`config.mk`:
```
export PLATFORM = sky130hd
export DESIGN_NAME = mii_pcs_encoder
export DESIGN_NICKNAME = d
export VERILOG_FILES = /design/src/rtl/mii_pcs_encoder.sv
export SDC_FILE = /design/constraint.sdc
export NUM_CORES = 1
export LEC_CHECK = 0
export CELL_PAD_IN_SITES_DETAIL_PLACEMENT = 1
export CELL_PAD_IN_SITES_GLOBAL_PLACEMENT = 1
export CORE_AREA = 2 2 149 151
export CTS_CLUSTER_DIAMETER = 40
export DETAILED_ROUTE_END_ITERATION = 12
export DIE_AREA = 0 0 151 153
export PLACE_DENSITY = 0.89
export SYNTH_ARGS = -nofsm -noshare
export SYNTH_HDL_FRONTEND = slang
export SYNTH_SLANG_ARGS = --single-unit
```
`constraint.sdc`:
```
create_clock -name clk -period 5.61 [get_ports clk]
set_clock_uncertainty 0.05 [all_clocks]
set_input_delay 1.122 -clock clk [delete_from_list [all_inputs] [get_ports clk]]
set_output_delay 1.122 -clock clk [all_outputs]
set_load 0.02 [all_outputs]
```
`src/rtl/mii_pcs_encoder.sv`:
```
// mii_pcs_encoder: 64b/66b BASE-R transmit encoder.
// Classifies each MII word, checks frame sequencing, builds a 66-bit block
// and optionally scrambles its payload with x^58+x^39+1.
module mii_pcs_encoder #(
    parameter int          SCRAMBLE      = 1,
    parameter logic [57:0] SCR_SEED      = 58'h3FFFFFFFFFFFFFF,
    parameter int          ERR_CNT_WIDTH = 16
) (
    input  logic                     clk,
    input  logic                     i_rst,
    input  logic                     i_valid,
    input  logic [63:0]              i_mii_data,
    input  logic [7:0]               i_mii_ctrl,
    output logic                     o_valid,
    output logic [65:0]              o_block,
    output logic                     o_seq_error,
    output logic [ERR_CNT_WIDTH-1:0] o_err_count
);

    localparam logic [7:0] CH_IDLE  = 8'h07;
    localparam logic [7:0] CH_START = 8'hFB;
    localparam logic [7:0] CH_TERM  = 8'hFD;
    localparam logic [7:0] TYPE_C   = 8'h1E;
    localparam logic [7:0] TYPE_S   = 8'h78;
    localparam logic [6:0] CODE_ERR = 7'h1E;

    typedef enum logic {ST_C, ST_D} state_t;
    typedef enum logic [2:0] {CL_C, CL_S, CL_D, CL_T, CL_E} cls_t;

    state_t                   state_q, state_d;
    cls_t                     cls;
    logic [2:0]               term_lane;
    logic                     all_idle;
    logic                     blk_err;
    logic [1:0]               enc_sync, raw_sync;
    logic [63:0]              enc_pay, raw_pay, out_pay;
    logic [121:0]             scr_res;
    logic [57:0]              scr_q, scr_d;
    logic                     valid_q;
    logic [65:0]              block_q;
    logic                     err_q;
    logic [ERR_CNT_WIDTH-1:0] cnt_q;

    // Terminate in lane k: data below k, 0xFD at k, idles above k.
    function automatic logic is_term(input logic [63:0] d, input logic [7:0] c, input int k);
        logic ok;
        ok = (c == (8'hFF << k)) && (d[8*k +: 8] == CH_TERM);
        for (int j = 0; j < 8; j++) begin
            if (j > k && d[8*j +: 8] != CH_IDLE) ok = 1'b0;
        end
        return ok;
    endfunction

    // Block type for a terminate in lane k.
    function automatic logic [7:0] term_type(input logic [2:0] k);
        logic [7:0] t;
        t = 8'h87;
        case (k)
            3'd0: t = 8'h87;
            3'd1: t = 8'h99;
            3'd2: t = 8'hAA;
            3'd3: t = 8'hB4;
            3'd4: t = 8'hCC;
            3'd5: t = 8'hD2;
            3'd6: t = 8'hE1;
            3'd7: t = 8'hFF;
        endcase
        return t;
    endfunction

    // Self-synchronous scrambler, LSB first; returns {next state, scrambled payload}.
    function automatic logic [121:0] scramble(input logic [63:0] din, input logic [57:0] st);
        logic [57:0] s;
        logic [63:0] dout;
        logic        b;
        s    = st;
        dout = '0;
        for (int i = 0; i < 64; i++) begin
            b       = din[i] ^ s[38] ^ s[57];
            dout[i] = b;
            s       = {s[56:0], b};
        end
        return {s, dout};
    endfunction

    // Classify the incoming MII word.
    always_comb begin
        cls       = CL_E;
        term_lane = 3'd0;
        all_idle  = 1'b1;
        for (int j = 0; j < 8; j++) begin
            if (i_mii_data[8*j +: 8] != CH_IDLE) all_idle = 1'b0;
        end
        if (i_mii_ctrl == 8'h00) begin
            cls = CL_D;
        end else if (i_mii_ctrl == 8'h01 && i_mii_data[7:0] == CH_START) begin
            cls = CL_S;
        end else if (i_mii_ctrl == 8'hFF && all_idle) begin
            cls = CL_C;
        end else begin
            for (int k = 0; k < 8; k++) begin
                if (is_term(i_mii_data, i_mii_ctrl, k)) begin
                    cls       = CL_T;
                    term_lane = 3'(k);
                end
            end
        end
    end

    // Sequencing FSM: next state and error decision.
    always_comb begin
        state_d = state_q;
        blk_err = 1'b0;
        case (state_q)
            ST_C: begin
                if (cls == CL_S) state_d = ST_D;
                else if (cls != CL_C) blk_err = 1'b1;
            end
            ST_D: begin
                if (cls == CL_T) begin
                    state_d = ST_C;
                end else if (cls != CL_D) begin
                    blk_err = 1'b1;
                    state_d = ST_C;
                end
            end
            default: state_d = ST_C;
        endcase
    end

    // Unscrambled block encoding for legal words.
    always_comb begin
        enc_sync = 2'b10;
        enc_pay  = '0;
        case (cls)
            CL_D: begin
                enc_sync = 2'b01;
                enc_pay  = i_mii_data;
            end
            CL_C: enc_pay[7:0] = TYPE_C;
            CL_S: enc_pay = {i_mii_data[63:8], TYPE_S};
            CL_T: begin
                enc_pay[7:0] = term_type(term_lane);
                for (int j = 0; j < 7; j++) begin
                    if (j < int'(term_lane)) enc_pay[8+8*j +: 8] = i_mii_data[8*j +: 8];
                end
            end
            default: enc_pay = '0;
        endcase
    end

    // Error substitution followed by optional scrambling of the payload.
    always_comb begin
        raw_sync = enc_sync;
        raw_pay  = enc_pay;
        if (blk_err) begin
            raw_sync     = 2'b10;
            raw_pay      = '0;
            raw_pay[7:0] = TYPE_C;
            for (int j = 0; j < 8; j++) raw_pay[8+7*j +: 7] = CODE_ERR;
        end
        scr_res = scramble(raw_pay, scr_q);
        if (SCRAMBLE != 0) begin
            out_pay = scr_res[63:0];
            scr_d   = scr_res[121:64];
        end else begin
            out_pay = raw_pay;
            scr_d   = scr_q;
        end
    end

    // FSM and scrambler state advance only on accepted words.
    always_ff @(posedge clk) begin
        if (i_rst) begin
            state_q <= ST_C;
            scr_q   <= SCR_SEED;
        end else if (i_valid) begin
            state_q <= state_d;
            scr_q   <= scr_d;
        end
    end

    // Output block register, error pulse and saturating error counter.
    always_ff @(posedge clk) begin
        if (i_rst) begin
            valid_q <= 1'b0;
            block_q <= '0;
            err_q   <= 1'b0;
            cnt_q   <= '0;
        end else begin
            valid_q <= i_valid;
            err_q   <= i_valid & blk_err;
            if (i_valid) begin
                block_q <= {out_pay, raw_sync};
                if (blk_err && cnt_q != '1) cnt_q <= cnt_q + {{(ERR_CNT_WIDTH-1){1'b0}}, 1'b1};
            end
        end
    end

    assign o_valid     = valid_q;
    assign o_block     = block_q;
    assign o_seq_error = err_q;
    assign o_err_count = cnt_q;

endmodule

```
==> results by group <==
Run status
  – Status: finished clean

Route
  – ANT nets after route: 0
  – Drc violations: 0
  – Drt via density: 5.879
  – Met2 routed WL: 16.44 mm
  – Post-Route WL: around 35 mm
  – Vias: 8395
  – DRT met1 WL: 15.08 mm
  – Metal3 WL: 1.717 mm
  – DRT iter0 DRCs: 572
  – First-pass DRT Iterations: 4
  – Highest routed metal layer: met4
  – WL/cell: 24.32 microns

Global routing
  – Vias in the first global route: around 8800
  – Remaining Overflow, GRT: 0
  – Largest net degree at the start of global routing: 103
  – All-Layer GR Usage: 0.3035
  – Antenna violations before repair: 0
  – First-pass GRT wire length: ~53 mm

Pwr
  – Clk network pwr share: 0.370
  – Int Pwr: 0.002176 W
  – Pleak: 4.020 nW
  – Net Sw Power: 0.001004 W
  – Seq pwr share: 0.384
  – Max rail drop VDD: 0.2175 mV
  – Sw Share: 0.3157
  – Power Dens Cells: 293.4 nW/um^2
  – Comb pwr share: 0.246

Setup path
  – Crit path cell chain: clkdlybuf4s50_1 -> or4_1 -> nor2_1 -> nand3_1 -> o211ai_1 -> buf_4 -> ha_1 -> a311oi_1 -> a2111oi_0 -> buf_4 -> xnor2_1 -> xnor3_1 -> nand2_1 -> a21oi_1
  – Critical path peak fanout: 6
  – Crit path buffers/inverters: 3
  – Arrival time at the worst endpoint: 5210 ps
  – CP Capture Type: flip-flop
  – Crit-path max cell delay: 790 ps
  – Critical path class: in -> reg
  – Critical Path Most Common Cell: buf_4
  – Slowest-stage cell, CP: a2111oi_0
  – Critical Path RT: 5830 ps
  – Critical Path Source Type: input port
  – CP delay by family, top: simple AND/OR/NAND/NOR gates

Synth
  – Xor and xnor area share after synthesis: 0.1589
  – Mux cell area share after synthesis: 0.01172
  – Adder-cell area share of the yosys netlist: 0.009132
  – Cells after Synth: ~970
  – Synth unique cells: between 80 and 90
  – Ys Warns: 0
  – Synth Area in Simple Gates: 0.2508
  – Syn avg cell area: between 8 and 9 sq um
  – Post-synth EDFFs: 0
  – Yosys reg bits: 143
  – Combinational family with the most area after synthesis: simple AND/OR/NAND/NOR gates
  – Mapped Nets: 1055
  – Asr flop ratio synth: 0
  – Compound-Gate Fraction of Synth Area: 0.1886
  – Sequential share of the synthesized area: 0.3482
  – Top FF cell, synth: dfxtp_1
  – Syn Std Cell Area: 8220 sq um

Timing
  – Min cycle time layout: 4997 ps
  – Final slew viol count: 0
  – Final setup fails: 0
  – Fin crit share: 0.8907
  – Count of final hold-check violations: 0
  – Upper clock frequency limit: 0.2001 GHz
  – Unrepaired setup endpoints after global routing: false
  – Relative slew slack: 0.3030
  – Sum Neg Setup Slack: 0 ps
  – Worst Tran Pin Value: 1045 ps

Cells and area
  – Share of layout cells above drive strength 1: 0.09321
  – Layout area overhead: 31.87%
  – Final net count: between 1000 and 1500
  – Filler cells: 2564
  – Final design utilization: 0.5045
  – Most frequent cells in the layout: 156 x clkdlybuf4s50_1, 143 x dfxtp_1, 135 x nor2_1
  – Commonest non-fill, non-tap cell in the layout: clkdlybuf4s50_1
  – Ant. Diodes: 0

Die
  – Vert. Die Dim: 153 microns
  – Ports: 159
  – Width of the die: 151 microns
  – Die ar.: 23100 sq um
  – Initial Util: 0.3826
  – Core area: 21490 sq um
  – # rows: 54

Clock network
  – H-tree levels: 4
  – Post-CTS setup buffer count: 0
  – Resized Gates After CTS: 0
  – Max Buffers Root-to-Sink: 2
  – Clk_lat worst skew: about 430 ps
  – Total CTS buffers: 17
  – Reg clk slew, reported paths: 60 ps
  – Hold_buf cts: 0
  – CTS root buffer: clkbuf_16
  – Clock sinks: 143
  – CTS tree: done

Hold path
  – Hold crit path type: reg -> reg

Place
  – IO Port Bufs: 158
  – Dpl hpwl: about 26 mm
  – GPL Wtd Cong: 0.9434

Run
  – Max-Cap Viols: 0
## final timing paths
kind / depth (start not counted) / startpoint / slack, ps / endpoint
hold / removal: 2 / o_block[38] / 420 / o_block[38]
setup / recovery: 14 / i_mii_ctrl[1] / 610 / o_block[42]
setup reg to reg: 8 / state_q / 2950 / o_block[49]
hold reg to reg: 2 / o_block[38] / 420 / o_block[38]
## Yosys cell counts, types with 5 or more instances
library cell	instances	area, sq um
nand2_1	82	307.8
nor3_1	48	240.2
a22oi_1	13	97.59
a211oi_1	14	105.1
a221oi_1	16	140.1
o2111ai_1	6	52.55
o311ai_0	6	52.55
dfxtp_1	143	2863
a22o_1	6	52.55
nand3_1	28	140.1
nor4_1	8	50.05
or3_1	8	50.05
o211ai_1	6	45.04
xnor3_1	13	292.8
nand4_1	19	118.9
inv_1	8	30.03
a21oi_1	62	310.3
o21ai_0	25	125.1
nand2b_1	5	31.28
xor2_1	30	262.8
nor2_1	135	506.7
and3_1	14	87.58
xnor2_1	82	718.2
nor4b_1	5	43.79
and2_1	17	106.4
ha_1	6	75.07
clkbuf_1	43	161.4
mux2i_1	7	70.07
o21ai_1	14	70.07
## worst reg2reg max path, stage by stage (launching register included)
cell and delay [ps]:
dfxtp_1 380, nand2_1 350, o21ai_4 190, buf_12 200, a221oi_1 540, buf_4 220, xnor2_1 70, xnor2_1 360
a211oi_1 130
## through the flow
step	power [W]	std cells	cell area [sq um]	worst slack [ps]	hold WS (ps)
finish	0.003181	1428	10840	613.4	415.2
global route	0.003297	1428	10840	350.9	435.9
CTS	0.003188	1428	10840	690.2	419.5
detailed placement	0.002004	1396	10240	237.0	409.8
global placement	0.001978	1396	10240	207.8	403.1
floorplan	0.001649	974	8220	1115	411.0
## layout make-up
| class | instances | area, sq um | area share |
|---|---|---|---|
| multi-input cells | 767 | 5109 | 0.4713 |
| flip-flops and latches | 143 | 2863 | 0.2641 |
| repair buffers | 197 | 1882 | 0.1736 |
| clock buffers | 19 | 452.9 | 0.04178 |
| well taps | 280 | 350.3 | 0.03232 |
| clock inverters | 13 | 150.1 | 0.01385 |
| inverters | 9 | 33.78 | 0.003116 |
## state kept, by name, indices dropped and copies added (netlist names)
name	flops
o_block	66
scr_q	58
o_err_count	16
o_seq_error	1
o_valid	1
state_q	1
## per-layer routing
layer  up-vias  track usage
met5         -            0
met4         0       0.1384
met3        77      0.04776
met2       290       0.4918
met1      4178       0.3956
li1       3850            -
## power groups by stage
stage / combinational (W) / sequential [W] / clock (W)
finish: 0.000782 / 0.00122 / 0.00118
CTS: 0.000780 / 0.00122 / 0.00119
global placement: 0.000746 / 0.00123 / 0
floorplan: 0.000371 / 0.00128 / 0
detailed placement: 0.000766 / 0.00124 / 0
global route: 0.000833 / 0.00123 / 0.00123
## kinds of logic (layout without fill, tap and decap cells)
kind of cell | count (synthesis) | count (layout)
compound gates | 214 | 214
xor+xnor | 127 | 127
fa+ha+maj | 6 | 6
buf+inv | 64 | 238
flops | 143 | 143
mux | 9 | 9
simple gates | 411 | 411
No activity file was read; power rests on OpenSTA's default activity.
